--- config.mk ---
export PLATFORM = sky130hd
export DESIGN_NAME = mem_access_stage
export DESIGN_NICKNAME = d
export VERILOG_FILES = /design/src/rtl/mem_access_stage.sv
export SDC_FILE = /design/constraint.sdc
export NUM_CORES = 1
export LEC_CHECK = 0
export BUFFER_PORTS_ARGS = -buffer_cell sky130_fd_sc_hd__buf_4
export CAP_MARGIN = 10
export CELL_PAD_IN_SITES_DETAIL_PLACEMENT = 1
export CELL_PAD_IN_SITES_GLOBAL_PLACEMENT = 2
export CORE_ASPECT_RATIO = 0.9
export CORE_MARGIN = 2
export CORE_UTILIZATION = 29
export CTS_BUF_LIST = sky130_fd_sc_hd__clkbuf_4
export CTS_CLUSTER_DIAMETER = 40
export CTS_CLUSTER_SIZE = 20
export DETAILED_ROUTE_END_ITERATION = 6
export PLACE_DENSITY_LB_ADDON = 0.1
export SETUP_SLACK_MARGIN = 0.4
export SLEW_MARGIN = 0
export SYNTH_ARGS = -nofsm -noshare
export SYNTH_HDL_FRONTEND = slang
export SYNTH_SLANG_ARGS = --single-unit
--- constraint.sdc ---
create_clock -name i_clk -period 3.8 [get_ports i_clk]
set_clock_uncertainty 0.05 [all_clocks]
set_input_delay 0.76 -clock i_clk [delete_from_list [all_inputs] [get_ports i_clk]]
set_output_delay 0.76 -clock i_clk [all_outputs]
set_load 0.02 [all_outputs]
--- src/rtl/mem_access_stage.sv ---
`default_nettype none
// ============================================================================
// Module   : mem_access_stage
// Brief    : Memory-access pipeline stage. Drives a req/ack data-memory port
//            with little-endian byte lanes, extends loads and registers the
//            writeback bundle. Optional ack watchdog: define MA_TIMEOUT_EN.
// Revision : 1.0 - initial release
// ============================================================================
module mem_access_stage #(
    parameter int NBITS          = 32,
    parameter int TIMEOUT_CYCLES = 16
) (
    input  logic             i_clk,
    input  logic             i_rst,
    input  logic             i_valid,
    input  logic [NBITS-1:0] i_ALU_rslt,
    input  logic [NBITS-1:0] i_eff_addr,
    input  logic [NBITS-1:0] i_store_data,
    input  logic             i_flg_mem_op,
    input  logic             i_flg_mem_type,
    input  logic [1:0]       i_flg_mem_size,
    input  logic             i_flg_unsign,
    input  logic [4:0]       i_rd,
    input  logic [4:0]       i_rt,
    input  logic [1:0]       i_flg_ALU_dst,
    output logic             o_stall,
    output logic             o_mem_req,
    output logic             o_mem_we,
    output logic [NBITS-1:0] o_mem_addr,
    output logic [NBITS-1:0] o_mem_wdata,
    output logic [3:0]       o_mem_be,
    input  logic             i_mem_ack,
    input  logic [NBITS-1:0] i_mem_rdata,
    output logic             o_wb_valid,
    output logic             o_wb_en,
    output logic [4:0]       o_wb_reg,
    output logic [NBITS-1:0] o_wb_data,
    output logic             o_exc_misalign,
    output logic             o_exc_bus
);

    localparam logic [0:0] c_IDLE = 1'b0;
    localparam logic [0:0] c_BUSY = 1'b1;

    logic [0:0]       state_q, state_d;
    logic             mem_req_q, mem_we_q;
    logic [NBITS-1:0] mem_addr_q, mem_wdata_q;
    logic [3:0]       mem_be_q;
    logic [1:0]       size_q, lane_q;
    logic             unsign_q, store_q;
    logic [4:0]       rt_q;
    logic             wb_valid_q, wb_en_q, exc_mis_q;
    logic [4:0]       wb_reg_q;
    logic [NBITS-1:0] wb_data_q;

    logic             w_misalign, w_start, w_abort;
    logic [3:0]       w_be;
    logic [NBITS-1:0] w_wdata, w_load;
    logic [4:0]       w_alu_reg;
    logic [7:0]       w_byte;
    logic [15:0]      w_half;

    // Size 2'b10 behaves as a word everywhere, hence the test on size[1].
    assign w_misalign = ((i_flg_mem_size == 2'b01) && i_eff_addr[0])
                     || (i_flg_mem_size[1] && (i_eff_addr[1:0] != 2'b00));
    assign w_start    = (state_q == c_IDLE) && i_valid && i_flg_mem_op && !w_misalign;

    always_comb begin
        w_be    = 4'b1111;
        w_wdata = i_store_data;
        case (i_flg_mem_size)
            2'b00: begin
                w_be    = 4'b0001 << i_eff_addr[1:0];
                w_wdata = {4{i_store_data[7:0]}};
            end
            2'b01: begin
                w_be    = i_eff_addr[1] ? 4'b1100 : 4'b0011;
                w_wdata = {2{i_store_data[15:0]}};
            end
            default: ;
        endcase
    end

    always_comb begin
        case (i_flg_ALU_dst)
            2'b01:   w_alu_reg = i_rd;
            2'b10:   w_alu_reg = i_rt;
            2'b11:   w_alu_reg = 5'd31;
            default: w_alu_reg = 5'd0;
        endcase
    end

    // Load extraction uses the lane and size captured at request time.
    always_comb begin
        w_byte = i_mem_rdata[{lane_q, 3'b000} +: 8];
        w_half = lane_q[1] ? i_mem_rdata[31:16] : i_mem_rdata[15:0];
        case (size_q)
            2'b00:   w_load = unsign_q ? {{(NBITS-8){1'b0}}, w_byte}
                                       : {{(NBITS-8){w_byte[7]}}, w_byte};
            2'b01:   w_load = unsign_q ? {{(NBITS-16){1'b0}}, w_half}
                                       : {{(NBITS-16){w_half[15]}}, w_half};
            default: w_load = i_mem_rdata;
        endcase
    end

`ifdef MA_TIMEOUT_EN
    localparam int c_TMO_W = $clog2(TIMEOUT_CYCLES + 1);

    logic [c_TMO_W-1:0] tmo_cnt_q;
    logic               exc_bus_q;

    assign w_abort = (state_q == c_BUSY) && !i_mem_ack
                  && (tmo_cnt_q == c_TMO_W'(TIMEOUT_CYCLES - 1));

    always_ff @(posedge i_clk) begin
        if (i_rst || (state_q != c_BUSY)) begin
            tmo_cnt_q <= '0;
        end else begin
            tmo_cnt_q <= tmo_cnt_q + c_TMO_W'(1);
        end
    end

    always_ff @(posedge i_clk) begin
        if (i_rst) begin
            exc_bus_q <= 1'b0;
        end else begin
            exc_bus_q <= w_abort;
        end
    end

    assign o_exc_bus = exc_bus_q;
`else
    localparam int c_unused_timeout = TIMEOUT_CYCLES;

    assign w_abort   = 1'b0;
    assign o_exc_bus = 1'b0;
`endif

    always_ff @(posedge i_clk) begin
        if (i_rst) begin
            state_q <= c_IDLE;
        end else begin
            state_q <= state_d;
        end
    end

    always_comb begin
        state_d = state_q;
        case (state_q)
            c_IDLE:  if (w_start) state_d = c_BUSY;
            c_BUSY:  if (i_mem_ack || w_abort) state_d = c_IDLE;
            default: state_d = c_IDLE;
        endcase
    end

    always_comb begin
        o_stall = 1'b0;
        case (state_q)
            c_IDLE:  o_stall = w_start;
            c_BUSY:  o_stall = !i_mem_ack && !w_abort;
            default: o_stall = 1'b0;
        endcase
    end

    always_ff @(posedge i_clk) begin
        if (i_rst) begin
            mem_req_q   <= 1'b0;
            mem_we_q    <= 1'b0;
            mem_addr_q  <= '0;
            mem_wdata_q <= '0;
            mem_be_q    <= 4'b0000;
            size_q      <= 2'b00;
            lane_q      <= 2'b00;
            unsign_q    <= 1'b0;
            store_q     <= 1'b0;
            rt_q        <= 5'd0;
            wb_valid_q  <= 1'b0;
            wb_en_q     <= 1'b0;
            wb_reg_q    <= 5'd0;
            wb_data_q   <= '0;
            exc_mis_q   <= 1'b0;
        end else begin
            wb_valid_q <= 1'b0;
            wb_en_q    <= 1'b0;
            exc_mis_q  <= 1'b0;
            if (state_q == c_IDLE) begin
                if (i_valid && !i_flg_mem_op) begin
                    wb_valid_q <= 1'b1;
                    wb_en_q    <= (w_alu_reg != 5'd0);
                    wb_reg_q   <= w_alu_reg;
                    wb_data_q  <= i_ALU_rslt;
                end else if (i_valid && w_misalign) begin
                    wb_valid_q <= 1'b1;
                    exc_mis_q  <= 1'b1;
                    wb_reg_q   <= i_rt;
                    wb_data_q  <= i_eff_addr;
                end else if (w_start) begin
                    mem_req_q   <= 1'b1;
                    mem_we_q    <= i_flg_mem_type;
                    mem_addr_q  <= {i_eff_addr[NBITS-1:2], 2'b00};
                    mem_wdata_q <= w_wdata;
                    mem_be_q    <= w_be;
                    size_q      <= i_flg_mem_size;
                    lane_q      <= i_eff_addr[1:0];
                    unsign_q    <= i_flg_unsign;
                    store_q     <= i_flg_mem_type;
                    rt_q        <= i_rt;
                end
            end else if (i_mem_ack || w_abort) begin
                mem_req_q  <= 1'b0;
                mem_we_q   <= 1'b0;
                wb_valid_q <= 1'b1;
                wb_reg_q   <= rt_q;
                wb_en_q    <= i_mem_ack && !store_q && (rt_q != 5'd0);
                wb_data_q  <= (i_mem_ack && !store_q) ? w_load : '0;
            end
        end
    end

    assign o_mem_req      = mem_req_q;
    assign o_mem_we       = mem_we_q;
    assign o_mem_addr     = mem_addr_q;
    assign o_mem_wdata    = mem_wdata_q;
    assign o_mem_be       = mem_be_q;
    assign o_wb_valid     = wb_valid_q;
    assign o_wb_en        = wb_en_q;
    assign o_wb_reg       = wb_reg_q;
    assign o_wb_data      = wb_data_q;
    assign o_exc_misalign = exc_mis_q;

endmodule
`default_nettype wire

==> impl_results.md <==
* Outcome: finished, final reports clean
* Number of global-route vias before repair at 6657
* Synthesized area at 0.005927 sq mm
* Wire per inst at between 15 and 20 microns
* Buffer count from post-CTS setup fixing at 0
* CP Cell Sequence: buf_4 > nor2_2 > nor2_1 > or2_2 > o21ai_2 > buf_4
* Pin count of the biggest net entering global routing at 84
* FMAX at 0.3276 GHz
* GRT overflow at 0
* CORE AREA at 0.01999 sq mm
* Crit Path Class: in -> out
* CTS Hold Buffers Added at 0
* Die area at 0.02160 sq mm
* Setup TNS at 0 ns
* CTS tree: built
* Io pins at 261
* Crit path largest cell delay at 0.45 ns
* Die W at 154.7 microns
* CP Max Fanout at 21
* Initial Utilization at 0.2965
* Post-route ant nets at 0
* CTS Buffer Depth at 2
* Leakage at 3.518 nW
* Power density cells at between 300 and 400 mW/mm^2
* Maximum VDD drop at 0.1556 mV
* Fillers at around 2.5k
* PnR worst setup slack at roughly 0.75 ns
* Total track usage at 0.2193
* Crit path DAT at 2.24 ns
* YS warnings at 0
* Routability Congestion at 0.7957
* Netlist cell types at 44
* First drt pass iteration count at 4
* Pins Over Slew Limit at 0
* Number of synthesized register bits at 120
* Num rows at 49
* Number of max-cap violations at 0
* Initial detailed-routing violation count at 235
* WL final at ~24 mm
* Worst path bufs/invs at 2
* Crit path launch type: primary input
* Clk_lat worst skew at just over 0.5 ns
* Most frequent CP cell: buf_4
* Fin nets at roughly 1.1k
* Worst path required time at 2.99 ns
* Setup crit end kind: primary output
* Count of final setup violators at 0
* Post-CTS sizing at 0
* Clk slew on worst S/H paths at 0.10 ns
* Share of layout cells above drive strength 1 at 0.3378
* Least-Margin Pin Slew at about 1.0 ns
* Top_reg_cell synth: dfxtp_1
* Clock sinks at 120
* Unrepaired setup endpoints after global routing: false
* Final Hold Vio Count at 0
* Final worst-path cycle share at 0.8032
* Via count at ~6.3k
* H-tree depth at 4
* Syn Inst Count at 737
* P&R area growth vs syn at 39.54%
* First-pass GRT wire length at between 30 and 40 mm
* Via density at 5.100
* DPL Wire Length at 17.56 mm
* Initial antenna violation count at 1
* Async S/R FF share, synth at 0
* Register area share after synthesis at 0.4053
* Slowest-stage cell, CP: nor2_2
* Clock root cell: clkbuf_4
* Post-synth EDFFs at 0
* CP delay by family, top: simple AND/OR/NAND/NOR gates
* Die H at approximately 140 microns
* Post-layout minimum cycle time at 3.052 ns
* Port Buffers at 257
* Mean Syn Cell Area at 8.042 sq um
* DRC errors left at 0
* Total CTS buffers at 17
* Dpl ws at a little over 0.7 ns
* Slew headroom at 0.3043
* Worst Hold Class: reg -> reg
-- metal layers --
| layer | track usage | routed length [microns] | vias up | part of all wire |
|---|---|---|---|---|
| met5 | 0 | 0 | - | 0 |
| met4 | 0.05214 | 311 | 0 | 0.013 |
| met3 | 0.05107 | 1279 | 22 | 0.054 |
| met2 | 0.3734 | 11540 | 194 | 0.49 |
| met1 | 0.2817 | 10640 | 3017 | 0.45 |
| li1 | - | - | 3025 | - |
-- tightest hold or removal path: cells and delay by family, from the launching register on --
kind               cells  cell delay (ns)
and+or+nand+nor        1             0.05
AOI/OAI and AO/OA      1             0.05
DFF                    1             0.32
-- cell type report --
class / count / area, sq um / area share
antenna: 1 / 2.502 / 0.0003026
clock buffer: 21 / 157.7 / 0.01906
clock inverter: 10 / 152.6 / 0.01846
inverter: 13 / 48.80 / 0.005900
multi-input combinational: 539 / 3151 / 0.3809
sequential: 120 / 2402 / 0.2905
tap: 255 / 319.1 / 0.03858
timing repair buffer: 268 / 2037 / 0.2463
-- cell usage in the layout (no fill, tap or decap), drive strengths merged, types with 4 or more instances in the layout --
master / Yosys / routed
a311oi: 20 / 20
bufinv: 0 / 4
o211ai: 15 / 15
clkbuf: 31 / 21
o221ai: 25 / 25
a211oi: 23 / 23
nand2b: 18 / 18
a21oi: 73 / 73
buf: 36 / 268
inv: 11 / 11
clkinv: 2 / 6
a221o: 7 / 7
nor3: 20 / 20
mux2: 7 / 7
nor2b: 19 / 19
o21ai: 15 / 15
nand2: 167 / 167
nor2: 65 / 65
dfxtp: 120 / 120
mux2i: 25 / 25
o21a: 17 / 17
-- report_power, final --
group / leakage, nW / switching, mW / internal [mW]
clock network: 0.164 / 0.512 / 0.542
registers: 0.983 / 0.0539 / 1.34
logic: 2.37 / 0.412 / 0.325
total: 3.52 / 0.978 / 2.21
-- logic make-up after synthesis --
| kind of cell | share of synthesized area |
|---|---|
| compound gates | 0.2423 |
| other cells | 0.0006327 |
| mux | 0.05763 |
| simple gates | 0.2288 |
| buf+inv | 0.06523 |
| flops | 0.4053 |
-- cells in the mapped netlist, types with 12 or more instances --
cell	instances	area share
dfxtp_1	120	0.41
nand2b_1	18	0.019
a211oi_1	22	0.028
o221ai_1	25	0.037
o21a_1	17	0.022
nor2b_1	19	0.020
buf_2	21	0.018
nand2_1	165	0.10
o21ai_0	14	0.012
clkbuf_1	31	0.020
o211ai_1	15	0.019
a21oi_1	73	0.062
a311oi_1	20	0.030
nor2_1	62	0.039
buf_4	12	0.015
mux2i_1	24	0.041
-- metrics by stage --
step / hold slack (ns) / std cells / area (sq um) / total power [mW] / util
5_1_grt: 0.3552 / 1227 / 8270 / 3.363 / 0.4138
3_3_place_gp: 0.3904 / 1195 / 7958 / 2.144 / 0.3981
2_1_floorplan: 0.3942 / 739 / 5934 / 1.805 / -
6_report: 0.4106 / 1227 / 8270 / 3.185 / 0.4138
4_1_cts: 0.3701 / 1226 / 8268 / 3.230 / 0.4137
3_5_place_dp: 0.3995 / 1195 / 7958 / 2.165 / 0.3981
-- path summary, 6_finish.rpt --
kind	start	endpoint	slack (ns)	depth (start not counted)
max	i_flg_mem_size[0]	o_stall	0.75	6
max reg2reg	size_q[0]	o_wb_data[23]	1.13	5
min	o_mem_addr[22]	o_mem_addr[22]	0.41	2
min reg2reg	o_mem_addr[22]	o_mem_addr[22]	0.41	2
No activity file was read; power rests on OpenSTA's default activity.
